### config.mk
export PLATFORM = sky130hd
export DESIGN_NAME = conv_mc_stream_flat
export DESIGN_NICKNAME = d
export VERILOG_FILES = /design/src/rtl/conv_mc_stream_if.sv /design/src/rtl/conv_mc_stream.sv /design/src/flat_wrapper.sv
export SDC_FILE = /design/constraint.sdc
export NUM_CORES = 1
export LEC_CHECK = 0
export BUFFER_PORTS_ARGS = -buffer_cell sky130_fd_sc_hd__buf_2
export CORE_MARGIN = 2
export CORE_UTILIZATION = 59
export CTS_CLUSTER_SIZE = 25
export DETAILED_ROUTE_END_ITERATION = 8
export GPL_ROUTABILITY_DRIVEN = 0
export GPL_TIMING_DRIVEN = 1
export PLACE_DENSITY = 0.79
export SYNTH_ARGS = -nofsm -noshare
export SYNTH_HDL_FRONTEND = slang
export SYNTH_SLANG_ARGS = --single-unit
### constraint.sdc
create_clock -name clk -period 9.8 [get_ports clk]
set_input_delay 2.45 -clock clk [delete_from_list [all_inputs] [get_ports clk]]
set_output_delay 2.45 -clock clk [all_outputs]
set_load 0.01 [all_outputs]
### src/rtl/conv_mc_stream_if.sv
// conv_mc_stream result stream bundle.
// Valid/ready handshake plus channel/row/column tags.
interface conv_mc_stream_if #(
  parameter int OUT_W  = 24,
  parameter int OUT_CH = 10,
  parameter int OUT_H  = 14,
  parameter int OUT_WP = 13
);
  localparam int CH_W  = (OUT_CH > 1) ? $clog2(OUT_CH) : 1;
  localparam int ROW_W = (OUT_H > 1) ? $clog2(OUT_H) : 1;
  localparam int COL_W = (OUT_WP > 1) ? $clog2(OUT_WP) : 1;

  logic                    out_valid;
  logic                    out_ready;
  logic signed [OUT_W-1:0] out_data;
  logic [CH_W-1:0]         out_chan;
  logic [ROW_W-1:0]        out_row;
  logic [COL_W-1:0]        out_col;
  logic                    out_chan_last;
  logic                    out_last;

  modport master (
    output out_valid, out_data, out_chan,
    output out_row, out_col,
    output out_chan_last, out_last,
    input  out_ready
  );

  modport slave (
    input  out_valid, out_data, out_chan,
    input  out_row, out_col,
    input  out_chan_last, out_last,
    output out_ready
  );
endinterface

### src/rtl/conv_mc_stream.sv
// Multi-channel strided 2-D valid convolution.
// One MAC per cycle from external sync SRAMs, streamed out.
module conv_mc_stream #(
  parameter int K      = 3,
  parameter int IN_H   = 16,
  parameter int IN_W   = 15,
  parameter int IN_CH  = 1,
  parameter int OUT_CH = 10,
  parameter int STRIDE = 1,
  parameter int ACC_W  = 24,
  parameter int OUT_W  = 24,
  localparam int OUT_H = (IN_H - K) / STRIDE + 1,
  localparam int OUT_W_PIX = (IN_W - K) / STRIDE + 1,
  localparam int IMG_N = IN_CH * IN_H * IN_W,
  localparam int WT_N  = OUT_CH * IN_CH * K * K,
  localparam int IA_W  = (IMG_N > 1) ? $clog2(IMG_N) : 1,
  localparam int WA_W  = (WT_N > 1) ? $clog2(WT_N) : 1,
  localparam int CH_W  = (OUT_CH > 1) ? $clog2(OUT_CH) : 1
) (
  input  logic            clk,
  input  logic            rst,
  input  logic            trigger,
  input  logic            relu_en,
  input  logic [4:0]      shift,
  output logic            busy,
  output logic            done,
  output logic [IA_W-1:0] img_addr,
  input  logic [7:0]      img_rdata,
  output logic [WA_W-1:0] w_addr,
  input  logic [7:0]      w_rdata,
  output logic [CH_W-1:0] b_addr,
  input  logic [15:0]     b_rdata,
  conv_mc_stream_if.master os
);
  localparam int ROW_W = (OUT_H > 1) ? $clog2(OUT_H) : 1;
  localparam int COL_W = (OUT_W_PIX > 1) ? $clog2(OUT_W_PIX) : 1;
  localparam int ICW = (IN_CH > 1) ? $clog2(IN_CH) : 1;
  localparam int KW  = (K > 1) ? $clog2(K) : 1;

  localparam logic signed [ACC_W-1:0] SAT_MAX =
    {{(ACC_W-OUT_W+1){1'b0}}, {(OUT_W-1){1'b1}}};
  localparam logic signed [ACC_W-1:0] SAT_MIN =
    {{(ACC_W-OUT_W+1){1'b1}}, {(OUT_W-1){1'b0}}};
  localparam logic [OUT_W-1:0] O_MAX = {1'b0, {(OUT_W-1){1'b1}}};
  localparam logic [OUT_W-1:0] O_MIN = {1'b1, {(OUT_W-1){1'b0}}};

  typedef enum logic [2:0] {
    IDLE, BIAS, MAC, DRAIN, OUT, DONE
  } state_t;

  state_t state_q, state_d;
  logic busy_q, busy_d, done_q, done_d;
  logic relu_q, relu_d;
  logic [4:0] shift_q, shift_d;
  logic [ICW-1:0] ic_q, ic_d;
  logic [KW-1:0] kr_q, kr_d, kc_q, kc_d;
  logic [CH_W-1:0] oc_q, oc_d;
  logic [ROW_W-1:0] row_q, row_d;
  logic [COL_W-1:0] col_q, col_d;
  logic signed [ACC_W-1:0] acc_q, acc_d;
  logic [IA_W-1:0] img_addr_q, img_addr_d;
  logic [WA_W-1:0] w_addr_q, w_addr_d;
  logic [CH_W-1:0] b_addr_q, b_addr_d;
  logic out_valid_q, out_valid_d;
  logic [OUT_W-1:0] out_data_q, out_data_d;
  logic [CH_W-1:0] out_chan_q, out_chan_d;
  logic [ROW_W-1:0] out_row_q, out_row_d;
  logic [COL_W-1:0] out_col_q, out_col_d;
  logic out_clast_q, out_clast_d;
  logic out_last_q, out_last_d;

  logic [16:0] pix_x, wt_x;
  logic signed [16:0] prod;
  logic signed [ACC_W-1:0] prod_ext, bias_ext;
  logic signed [ACC_W-1:0] acc_sum, relu_v, shv;
  logic tap_first, tap_last, pix_last, run_last;
  logic ovf, unf;

  assign pix_x = {9'd0, img_rdata};
  assign wt_x  = {{9{w_rdata[7]}}, w_rdata};
  assign prod  = $signed(pix_x) * $signed(wt_x);
  assign prod_ext = {{(ACC_W-17){prod[16]}}, prod};
  assign bias_ext = {{(ACC_W-16){b_rdata[15]}}, b_rdata};
  assign acc_sum  = acc_q + prod_ext;

  assign relu_v = (relu_q && acc_sum[ACC_W-1]) ? '0 : acc_sum;
  assign shv = relu_v >>> shift_q;
  assign ovf = shv > SAT_MAX;
  assign unf = shv < SAT_MIN;

  assign tap_first = (ic_q == '0) && (kr_q == '0) && (kc_q == '0);
  assign tap_last = (ic_q == ICW'(IN_CH-1))
                 && (kr_q == KW'(K-1)) && (kc_q == KW'(K-1));
  assign pix_last = (row_q == ROW_W'(OUT_H-1))
                 && (col_q == COL_W'(OUT_W_PIX-1));
  assign run_last = pix_last && (oc_q == CH_W'(OUT_CH-1));

  // Next-state, counter, accumulator and output-register logic
  always_comb begin
    state_d = state_q;
    busy_d = busy_q;
    done_d = 1'b0;
    relu_d = relu_q;
    shift_d = shift_q;
    ic_d = ic_q;
    kr_d = kr_q;
    kc_d = kc_q;
    oc_d = oc_q;
    row_d = row_q;
    col_d = col_q;
    acc_d = acc_q;
    out_valid_d = out_valid_q;
    out_data_d = out_data_q;
    out_chan_d = out_chan_q;
    out_row_d = out_row_q;
    out_col_d = out_col_q;
    out_clast_d = out_clast_q;
    out_last_d = out_last_q;
    unique case (state_q)
      IDLE: if (trigger) begin
        relu_d = relu_en;
        shift_d = shift;
        oc_d = '0;
        row_d = '0;
        col_d = '0;
        busy_d = 1'b1;
        state_d = BIAS;
      end
      BIAS: begin
        ic_d = '0;
        kr_d = '0;
        kc_d = '0;
        state_d = MAC;
      end
      MAC: begin
        acc_d = tap_first ? bias_ext : acc_sum;
        if (tap_last) begin
          state_d = DRAIN;
        end else if (kc_q != KW'(K-1)) begin
          kc_d = kc_q + KW'(1);
        end else begin
          kc_d = '0;
          if (kr_q != KW'(K-1)) begin
            kr_d = kr_q + KW'(1);
          end else begin
            kr_d = '0;
            ic_d = ic_q + ICW'(1);
          end
        end
      end
      DRAIN: begin
        acc_d = acc_sum;
        out_valid_d = 1'b1;
        out_data_d = ovf ? O_MAX
                   : unf ? O_MIN : shv[OUT_W-1:0];
        out_chan_d = oc_q;
        out_row_d = row_q;
        out_col_d = col_q;
        out_clast_d = pix_last;
        out_last_d = run_last;
        state_d = OUT;
      end
      OUT: if (os.out_ready) begin
        out_valid_d = 1'b0;
        if (col_q != COL_W'(OUT_W_PIX-1)) begin
          col_d = col_q + COL_W'(1);
        end else begin
          col_d = '0;
          if (row_q != ROW_W'(OUT_H-1)) begin
            row_d = row_q + ROW_W'(1);
          end else begin
            row_d = '0;
            oc_d = oc_q + CH_W'(1);
          end
        end
        if (out_last_q) begin
          done_d = 1'b1;
          state_d = DONE;
        end else begin
          state_d = BIAS;
        end
      end
      DONE: begin
        busy_d = 1'b0;
        state_d = IDLE;
      end
      default: state_d = IDLE;
    endcase
    img_addr_d = IA_W'((int'(ic_d) * IN_H
      + int'(row_d) * STRIDE + int'(kr_d)) * IN_W
      + int'(col_d) * STRIDE + int'(kc_d));
    w_addr_d = WA_W'(((int'(oc_d) * IN_CH
      + int'(ic_d)) * K + int'(kr_d)) * K + int'(kc_d));
    b_addr_d = oc_d;
  end

  // State and output registers, synchronous reset
  always_ff @(posedge clk) begin
    if (rst) begin
      state_q <= IDLE;
      busy_q <= 1'b0;
      done_q <= 1'b0;
      relu_q <= 1'b0;
      shift_q <= '0;
      ic_q <= '0;
      kr_q <= '0;
      kc_q <= '0;
      oc_q <= '0;
      row_q <= '0;
      col_q <= '0;
      acc_q <= '0;
      img_addr_q <= '0;
      w_addr_q <= '0;
      b_addr_q <= '0;
      out_valid_q <= 1'b0;
      out_data_q <= '0;
      out_chan_q <= '0;
      out_row_q <= '0;
      out_col_q <= '0;
      out_clast_q <= 1'b0;
      out_last_q <= 1'b0;
    end else begin
      state_q <= state_d;
      busy_q <= busy_d;
      done_q <= done_d;
      relu_q <= relu_d;
      shift_q <= shift_d;
      ic_q <= ic_d;
      kr_q <= kr_d;
      kc_q <= kc_d;
      oc_q <= oc_d;
      row_q <= row_d;
      col_q <= col_d;
      acc_q <= acc_d;
      img_addr_q <= img_addr_d;
      w_addr_q <= w_addr_d;
      b_addr_q <= b_addr_d;
      out_valid_q <= out_valid_d;
      out_data_q <= out_data_d;
      out_chan_q <= out_chan_d;
      out_row_q <= out_row_d;
      out_col_q <= out_col_d;
      out_clast_q <= out_clast_d;
      out_last_q <= out_last_d;
    end
  end

  assign busy = busy_q;
  assign done = done_q;
  assign img_addr = img_addr_q;
  assign w_addr = w_addr_q;
  assign b_addr = b_addr_q;
  assign os.out_valid = out_valid_q;
  assign os.out_data = out_data_q;
  assign os.out_chan = out_chan_q;
  assign os.out_row = out_row_q;
  assign os.out_col = out_col_q;
  assign os.out_chan_last = out_clast_q;
  assign os.out_last = out_last_q;
endmodule

### src/flat_wrapper.sv
// flat-port wrapper written by rule: the top's interface ports become plain ports
module conv_mc_stream_flat 
#(
  parameter int K      = 3,
  parameter int IN_H   = 16,
  parameter int IN_W   = 15,
  parameter int IN_CH  = 1,
  parameter int OUT_CH = 10,
  parameter int STRIDE = 1,
  parameter int ACC_W  = 24,
  parameter int OUT_W  = 24,
  localparam int OUT_H = (IN_H - K) / STRIDE + 1,
  localparam int OUT_W_PIX = (IN_W - K) / STRIDE + 1,
  localparam int IMG_N = IN_CH * IN_H * IN_W,
  localparam int WT_N  = OUT_CH * IN_CH * K * K,
  localparam int IA_W  = (IMG_N > 1) ? $clog2(IMG_N) : 1,
  localparam int WA_W  = (WT_N > 1) ? $clog2(WT_N) : 1,
  localparam int CH_W  = (OUT_CH > 1) ? $clog2(OUT_CH) : 1
)
  (clk, rst, trigger, relu_en, shift, busy, done, img_addr, img_rdata, w_addr, w_rdata, b_addr, b_rdata, os_out_valid, os_out_data, os_out_chan, os_out_row, os_out_col, os_out_chan_last, os_out_last, os_out_ready);
  conv_mc_stream_if #(.OUT_W(OUT_W), .OUT_CH(OUT_CH), .OUT_H(14), .OUT_WP(13)) os_i ();
  input  logic clk;
  input  logic rst;
  input  logic trigger;
  input  logic relu_en;
  input  logic [4:0] shift;
  output logic busy;
  output logic done;
  output logic [IA_W-1:0] img_addr;
  input  logic [7:0] img_rdata;
  output logic [WA_W-1:0] w_addr;
  input  logic [7:0] w_rdata;
  output logic [CH_W-1:0] b_addr;
  input  logic [15:0] b_rdata;
  output wire logic [$bits(os_i.out_valid)-1:0] os_out_valid;
  output wire logic [$bits(os_i.out_data)-1:0] os_out_data;
  output wire logic [$bits(os_i.out_chan)-1:0] os_out_chan;
  output wire logic [$bits(os_i.out_row)-1:0] os_out_row;
  output wire logic [$bits(os_i.out_col)-1:0] os_out_col;
  output wire logic [$bits(os_i.out_chan_last)-1:0] os_out_chan_last;
  output wire logic [$bits(os_i.out_last)-1:0] os_out_last;
  input wire logic [$bits(os_i.out_ready)-1:0] os_out_ready;
  assign os_out_valid = os_i.out_valid;
  assign os_out_data = os_i.out_data;
  assign os_out_chan = os_i.out_chan;
  assign os_out_row = os_i.out_row;
  assign os_out_col = os_i.out_col;
  assign os_out_chan_last = os_i.out_chan_last;
  assign os_out_last = os_i.out_last;
  assign os_i.out_ready = os_out_ready;
  conv_mc_stream #(.K(K), .IN_H(IN_H), .IN_W(IN_W), .IN_CH(IN_CH), .OUT_CH(OUT_CH), .STRIDE(STRIDE), .ACC_W(ACC_W), .OUT_W(OUT_W)) u_core (.clk(clk), .rst(rst), .trigger(trigger), .relu_en(relu_en), .shift(shift), .busy(busy), .done(done), .img_addr(img_addr), .img_rdata(img_rdata), .w_addr(w_addr), .w_rdata(w_rdata), .b_addr(b_addr), .b_rdata(b_rdata), .os(os_i));
endmodule
Word level (Yosys, flattened, before mapping):

Index checks and enable logic that the tools add are counted.

* register bits: 106
* input bits: 42
* output and inout port bits: 60
* logic and storage cells: 120

* add/subtract/negate cells: 14
* $mul: 4
* order comparisons: 2
* equal/unequal tests: 17
* shift-type cells: 1
* mux-type cells: 40
* bitwise logic cells: 3
* reduce and logical (&&, ||, !) cells: 18

Operators with widths (count)
* 2-to-1 mux 24 bit: 4
* adder 32 x 3 -> 32 bit: 2
* one-hot mux 24 bit (2 select lines): 1
* 2-to-1 mux 4 bit: 11
* multiplier 32 x 3 -> 32 bit (second input constant): 1
* multiplier 32 x 3 -> 7 bit (second input constant): 1
* multiplier 32 x 5 -> 8 bit (second input constant): 1
* adder 24 x 17 -> 24 bit: 1
* > comparator 24 bit (second input constant): 1
* less-than comparator 24 bit (second input constant): 1
* one-hot mux 4 bit (2 select lines): 3
* >>> shifter 24 x 5 -> 24 bit: 1
* multiplier 9 x 8 -> 17 bit: 1
* one-hot mux 3 bit (5 select lines): 1
* adder 4 x 1 -> 4 bit (second input constant): 3
* equality test 4 bit (second input constant): 3
* 2-to-1 mux 3 bit: 4
* 2-to-1 mux 2 bit: 5
* adder 8 x 3 -> 8 bit: 1
* adder 8 x 5 -> 8 bit: 1
* != test 2 bit (second input constant): 4
* != test 4 bit (second input constant): 2
* one-hot mux 2 bit (2 select lines): 2
* adder 7 x 3 -> 7 bit: 1
* other kinds (19): 43

Depth between registers and ports, before layout:

* depth after elaboration: 10
* gate-level depth with buffers: 28
* mapped depth without buffers: 27

Worst setup path before layout:

No wires, ideal clock.

* path type: input to register
* start: input w_rdata[1]
* end: register u_core.out_data_q[6] (netlist: u_core.os.out_data[6])
* library setup time: 0.091 ns
* arrival time: 8.007 ns
* setup slack: 1.702 ns
* cell stages on the path: 18
* path through: clkbuf_1 > nand2_1 > fa_1 > inv_1 > fa_1 > fa_1 > fa_1 > fa_1 > ha_1 > and3_4 > a221oi_4 > o21ai_2 > a2111o_1 > xor2_1 > mux2i_1 > mux4_2 > a221o_1 > a311oi_1

* longest elaborated chain between the ends: 8
* elaborated cells on any way between the ends: 9
* classes of those cells: add/sub: 1; mul: 1; order compare: 2; shift: 1; mux: 3; reduce/logical: 1

Ends and longest elaborated chain
* from (decl): RTL line flat_wrapper.sv:32 `input logic [7:0] w_rdata;`
* multiplier 9 x 8 -> 17 bit *: RTL line conv_mc_stream.sv:81 `assign prod = $signed(pix_x) * $signed(wt_x);`
* adder 24 x 17 -> 24 bit *: RTL line conv_mc_stream.sv:84 `assign acc_sum = acc_q + prod_ext;`
* logical AND 1 bit: RTL line conv_mc_stream.sv:86 `assign relu_v = (relu_q && acc_sum[ACC_W-1]) ? '0 : acc_sum;`
* 2-to-1 mux 24 bit *: RTL line conv_mc_stream.sv:86
* >>> shifter 24 x 5 -> 24 bit *: RTL line conv_mc_stream.sv:87 `assign shv = relu_v >>> shift_q;`
* less-than comparator 24 bit: RTL line conv_mc_stream.sv:89 `assign unf = shv < SAT_MIN;`
* 2-to-1 mux 24 bit: RTL line conv_mc_stream.sv:155 `: unf ? O_MIN : shv[OUT_W-1:0];`
* 2-to-1 mux 24 bit *: RTL line conv_mc_stream.sv:154 `out_data_d = ovf ? O_MAX`
* to (signal assigned): RTL line conv_mc_stream.sv:239 `out_data_q <= out_data_d;`
* to (decl): RTL line conv_mc_stream.sv:65 `logic [OUT_W-1:0] out_data_q, out_data_d;`

Every way passes the cells marked *; elsewhere a longest branch is shown, timed or not.
A chain may end at the register's enable or synchronous reset.

Worst setup path after layout:

* start: input w_rdata[7]
* end: register u_core.out_data_q[5] (netlist: u_core.os.out_data[5])

The elaborated chain is that of the path after synthesis.

==> insert_results.sql <==
INSERT INTO impl_metrics (metric_group, metric, value, unit) VALUES
('power_and_ir_drop', 'totalPowerFinal', '2.50', 'mW'),
('synthesis', 'postSynthAreaPerCell', '8.18', 'um2'),
('worst_setup_path', 'crit_fanout', '13', ''),
('clock_tree', 'cts_max_path_buffers', '2', ''),
('detailed_routing', 'postRouteWirelength', '27.0', 'mm'),
('synthesis', 'synthTopCellsByCount', '185 x sky130_fd_sc_hd__nand2_1, 134 x sky130_fd_sc_hd__ha_1, 112 x sky130_fd_sc_hd__inv_1', ''),
('worst_setup_path', 'critical_path.endpoint', 'u_core.os.out_data[5]', ''),
('clock_tree', 'cts_max_level', '3', ''),
('floorplan', 'core_area', '0.0178', 'mm2'),
('detailed_routing', 'detailroute.via_count', '9631', ''),
('sta', 'max_clock_freq', '117', 'MHz'),
('detailed_routing', 'first_iter_violations', '890', ''),
('detailed_routing', 'final_antenna_net_count', '0', ''),
('clock_tree', 'hold_buffers', '0', ''),
('worst_setup_path', 'worst-r2r-setup-slack', '3.46', 'ns'),
('synthesis', 'cell_type_with_the_highest_aggregate_area_in_the_netlist', 'sky130_fd_sc_hd__dfxtp_1', ''),
('sta', 'hold_viol', '0', ''),
('synthesis', 'yosysSeqAreaShare', '0.199', ''),
('outcome', 'status', 'completed', ''),
('detailed_routing', 'dr.pass1.iters', '7', ''),
('worst_setup_path', 'worst-endpoint-required', '10.09', 'ns'),
('floorplan', 'floorplan.initialDensity', '0.597', ''),
('worst_setup_path', 'crit_path_end_kind', 'flop', ''),
('clock_tree', 'clock_latency', '0.37', 'ns'),
('grt', 'antenna_violations_before_repair', '0', ''),
('sta', 'timing.slew.headroom', '0.341', ''),
('sta', 'rsz_0062_raised_after_global_routing', 'no', ''),
('sta', 'fin_setup_tns', '0', 'ns'),
('synthesis', 'asyncSetResetFlopFracSynth', '0', ''),
('synthesis', 'yosys_warnings', '0', ''),
('floorplan', 'die_span_in_x', '138', 'um'),
('placement', 'dp.cells', '1575', ''),
('detailed_routing', 'wire_per_inst', '17.0', 'um'),
('clock_tree', 'cts.repair_timing.setup_buffer_count', '0', ''),
('synthesis', 'synth_most_common_cell', 'sky130_fd_sc_hd__nand2_1', ''),
('worst_setup_path', 'worst-r2r-cell-count', '20', ''),
('sta', 'fin_worst_skew', '0.0170', 'ns'),
('synthesis', 'synthesis.nets', '1544', ''),
('layout', 'antenna_cells', '0', ''),
('clock_tree', 'post_cts_repair_resize_count', '0', ''),
('grt', 'grt_pass1_vias', '9626', ''),
('worst_setup_path', 'cp.arrival', '8.85', 'ns'),
('synthesis', 'postSynthCellCount', '1301', ''),
('placement', 'place.port_buffers', '101', ''),
('worst_setup_path', 'cp-startpoint', 'w_rdata[7]', ''),
('power_and_ir_drop', 'power.density', '217', 'mW/mm2'),
('sta', 'layout_min_cycle_time', '8.56', 'ns'),
('floorplan', 'rows', '49', ''),
('sta', 'finalSetupViolCount', '0', ''),
('grt', 'wire_length_of_the_first_global_routing_pass', '46.0', 'mm'),
('synthesis', 'synth_flop_cell', 'sky130_fd_sc_hd__dfxtp_1', ''),
('grt', 'globalRoute.totalOverflow', '0', ''),
('clock_tree', 'worst_setup_hold_path_clk_slew', '0.08', 'ns'),
('detailed_routing', 'post-route-drc-count', '0', ''),
('clock_tree', 'cts-root-buf', 'sky130_fd_sc_hd__clkbuf_16', ''),
('clock_tree', 'tritoncts.num_buffers', '9', ''),
('synthesis', 'synthesis.area', '0.0106', 'mm2'),
('synthesis', 'synth.distinct_cells', '76', ''),
('run', 'drv_cap', '0', ''),
('power_and_ir_drop', 'power_leakage', '5.62', 'nW'),
('clock_tree', 'cts_tree', 'done', ''),
('hold_path', 'worst_hold_path.num_cells', '2', ''),
('worst_setup_path', 'cp-start-kind', 'input port', ''),
('sta', 'slew_viol_final', '0', ''),
('worst_setup_path', 'regToRegEndpoint', 'u_core.os.out_data[5]', ''),
('layout', 'num-nets-final', '1600', ''),
('placement', 'dpl.hpwl', '20.5', 'mm'),
('grt', 'grt_max_degree', '87', ''),
('floorplan', 'ios', '102', ''),
('layout', 'syn2layout_area_growth', '8.25', '%'),
('clock_tree', 'cts_sinks', '106', '');
area by class of cell:
type | count | area (um2)
Inverter | 114 | 428
Clock inverter | 7 | 91.3
Multi-Input combinational cell | 1015 | 7790
Tap cell | 229 | 287
Fill cell | 1544 | 6320
Timing Repair Buffer | 111 | 583
Sequential cell | 106 | 2120
Clock buffer | 9 | 225
critical path, stage by stage:
cell and delay, ns:
sky130_fd_sc_hd__buf_2 0.31, sky130_fd_sc_hd__inv_1 0.21, sky130_fd_sc_hd__fa_1 0.57, sky130_fd_sc_hd__inv_1 0.05, sky130_fd_sc_hd__fa_1 0.52, sky130_fd_sc_hd__fa_1 0.46
sky130_fd_sc_hd__fa_1 0.60, sky130_fd_sc_hd__fa_1 0.43, sky130_fd_sc_hd__ha_1 0.37, sky130_fd_sc_hd__and3_4 0.18, sky130_fd_sc_hd__a221oi_4 0.36, sky130_fd_sc_hd__o21ai_2 0.13
sky130_fd_sc_hd__a2111o_1 0.53, sky130_fd_sc_hd__mux2i_1 0.16, sky130_fd_sc_hd__nor4_1 0.84, sky130_fd_sc_hd__mux4_2 0.39, sky130_fd_sc_hd__nand3_1 0.10, sky130_fd_sc_hd__a31oi_1 0.17
power breakdown:
part	switching (mW)	total (mW)	internal (mW)	leakage [nW]
sequential	0.0217	0.480	0.458	0.860
clock	0.200	0.386	0.186	0.152
combinational	1.01	1.64	0.632	4.61
total	1.23	2.50	1.28	5.62
logic make-up (layout without fill, tap and decap cells):
kind of cell | count (synthesis) | count (layout) | synth area share
multiplexers | 25 | 25 | 0.0311
XOR/XNOR | 40 | 40 | 0.0342
buffers and inverters | 180 | 241 | 0.0693
AND/OR/NAND/NOR | 445 | 445 | 0.191
adder cells (fa/ha/maj) | 201 | 201 | 0.283
AO/OA/AOI/OAI | 304 | 304 | 0.191
flip-flops | 106 | 106 | 0.199
worst min path at each step:
stage / startpoint / slack (ns) / endpoint
after global routing: u_core.os.out_data[20] / 0.46 / u_core.os.out_data[20]
final: u_core.os.out_data[20] / 0.44 / u_core.os.out_data[20]
after global placement: u_core.os.out_data[20] / 0.42 / u_core.os.out_data[20]
after CTS: u_core.os.out_data[20] / 0.45 / u_core.os.out_data[20]
after detailed placement: u_core.os.out_data[20] / 0.44 / u_core.os.out_data[20]
after floorplan: u_core.relu_q / 0.45 / u_core.relu_q
sequential cells by signal, indices dropped and copies added, names as in the netlist, 5 cells and up:
| signal | flops |
|---|---|
| u_core.acc_q | 24 |
| u_core.os.out_data | 24 |
| u_core.img_addr | 8 |
| u_core.w_addr | 7 |
| u_core.shift_q | 5 |
through the flow:
| stage | setup WS (ns) | instance area, um2 | utilization | hold slack, ns |
|---|---|---|---|---|
| final | 1.24 | 11500 | 0.646 | 0.444 |
| after global routing | 1.02 | 11500 | 0.646 | 0.457 |
| after floorplan | 1.70 | 10600 | - | 0.450 |
| after global placement | 1.13 | 11200 | 0.628 | 0.424 |
| after detailed placement | 0.925 | 11200 | 0.628 | 0.439 |
| after CTS | 1.37 | 11500 | 0.646 | 0.450 |
cells in the final DEF (no fill, tap or decap), drive strengths merged, types with 4 or more instances in the layout:
master,instances
mux4,6
nand4,12
nor3,33
mux2i,14
dfxtp,106
o21a,7
o21bai,6
xnor2,26
a21o,22
nor4,6
o21ai,49
fa,67
or3,6
o221ai,7
o22ai,8
a311oi,18
xor2,13
mux2,5
nand3,22
nand2b,5
nor2,101
o2111ai,4
or2,4
o31ai,5
and2,31
a211oi,18
ha,134
a211o,6
clkbuf,9
a21oi,106
inv,118
nor2b,22
and3,9
buf,111
nand2,185
o211ai,9
a31oi,6
a22oi,7
metal layers:
metal / GRT usage / up-vias / share of wire
li1: - / 4636 / -
met1: 0.343 / 4560 / 0.41
met2: 0.522 / 372 / 0.50
met3: 0.0488 / 63 / 0.061
met4: 0.0924 / 0 / 0.030
met5: 0 / - / 0
Power figures use the tool's default switching activity.
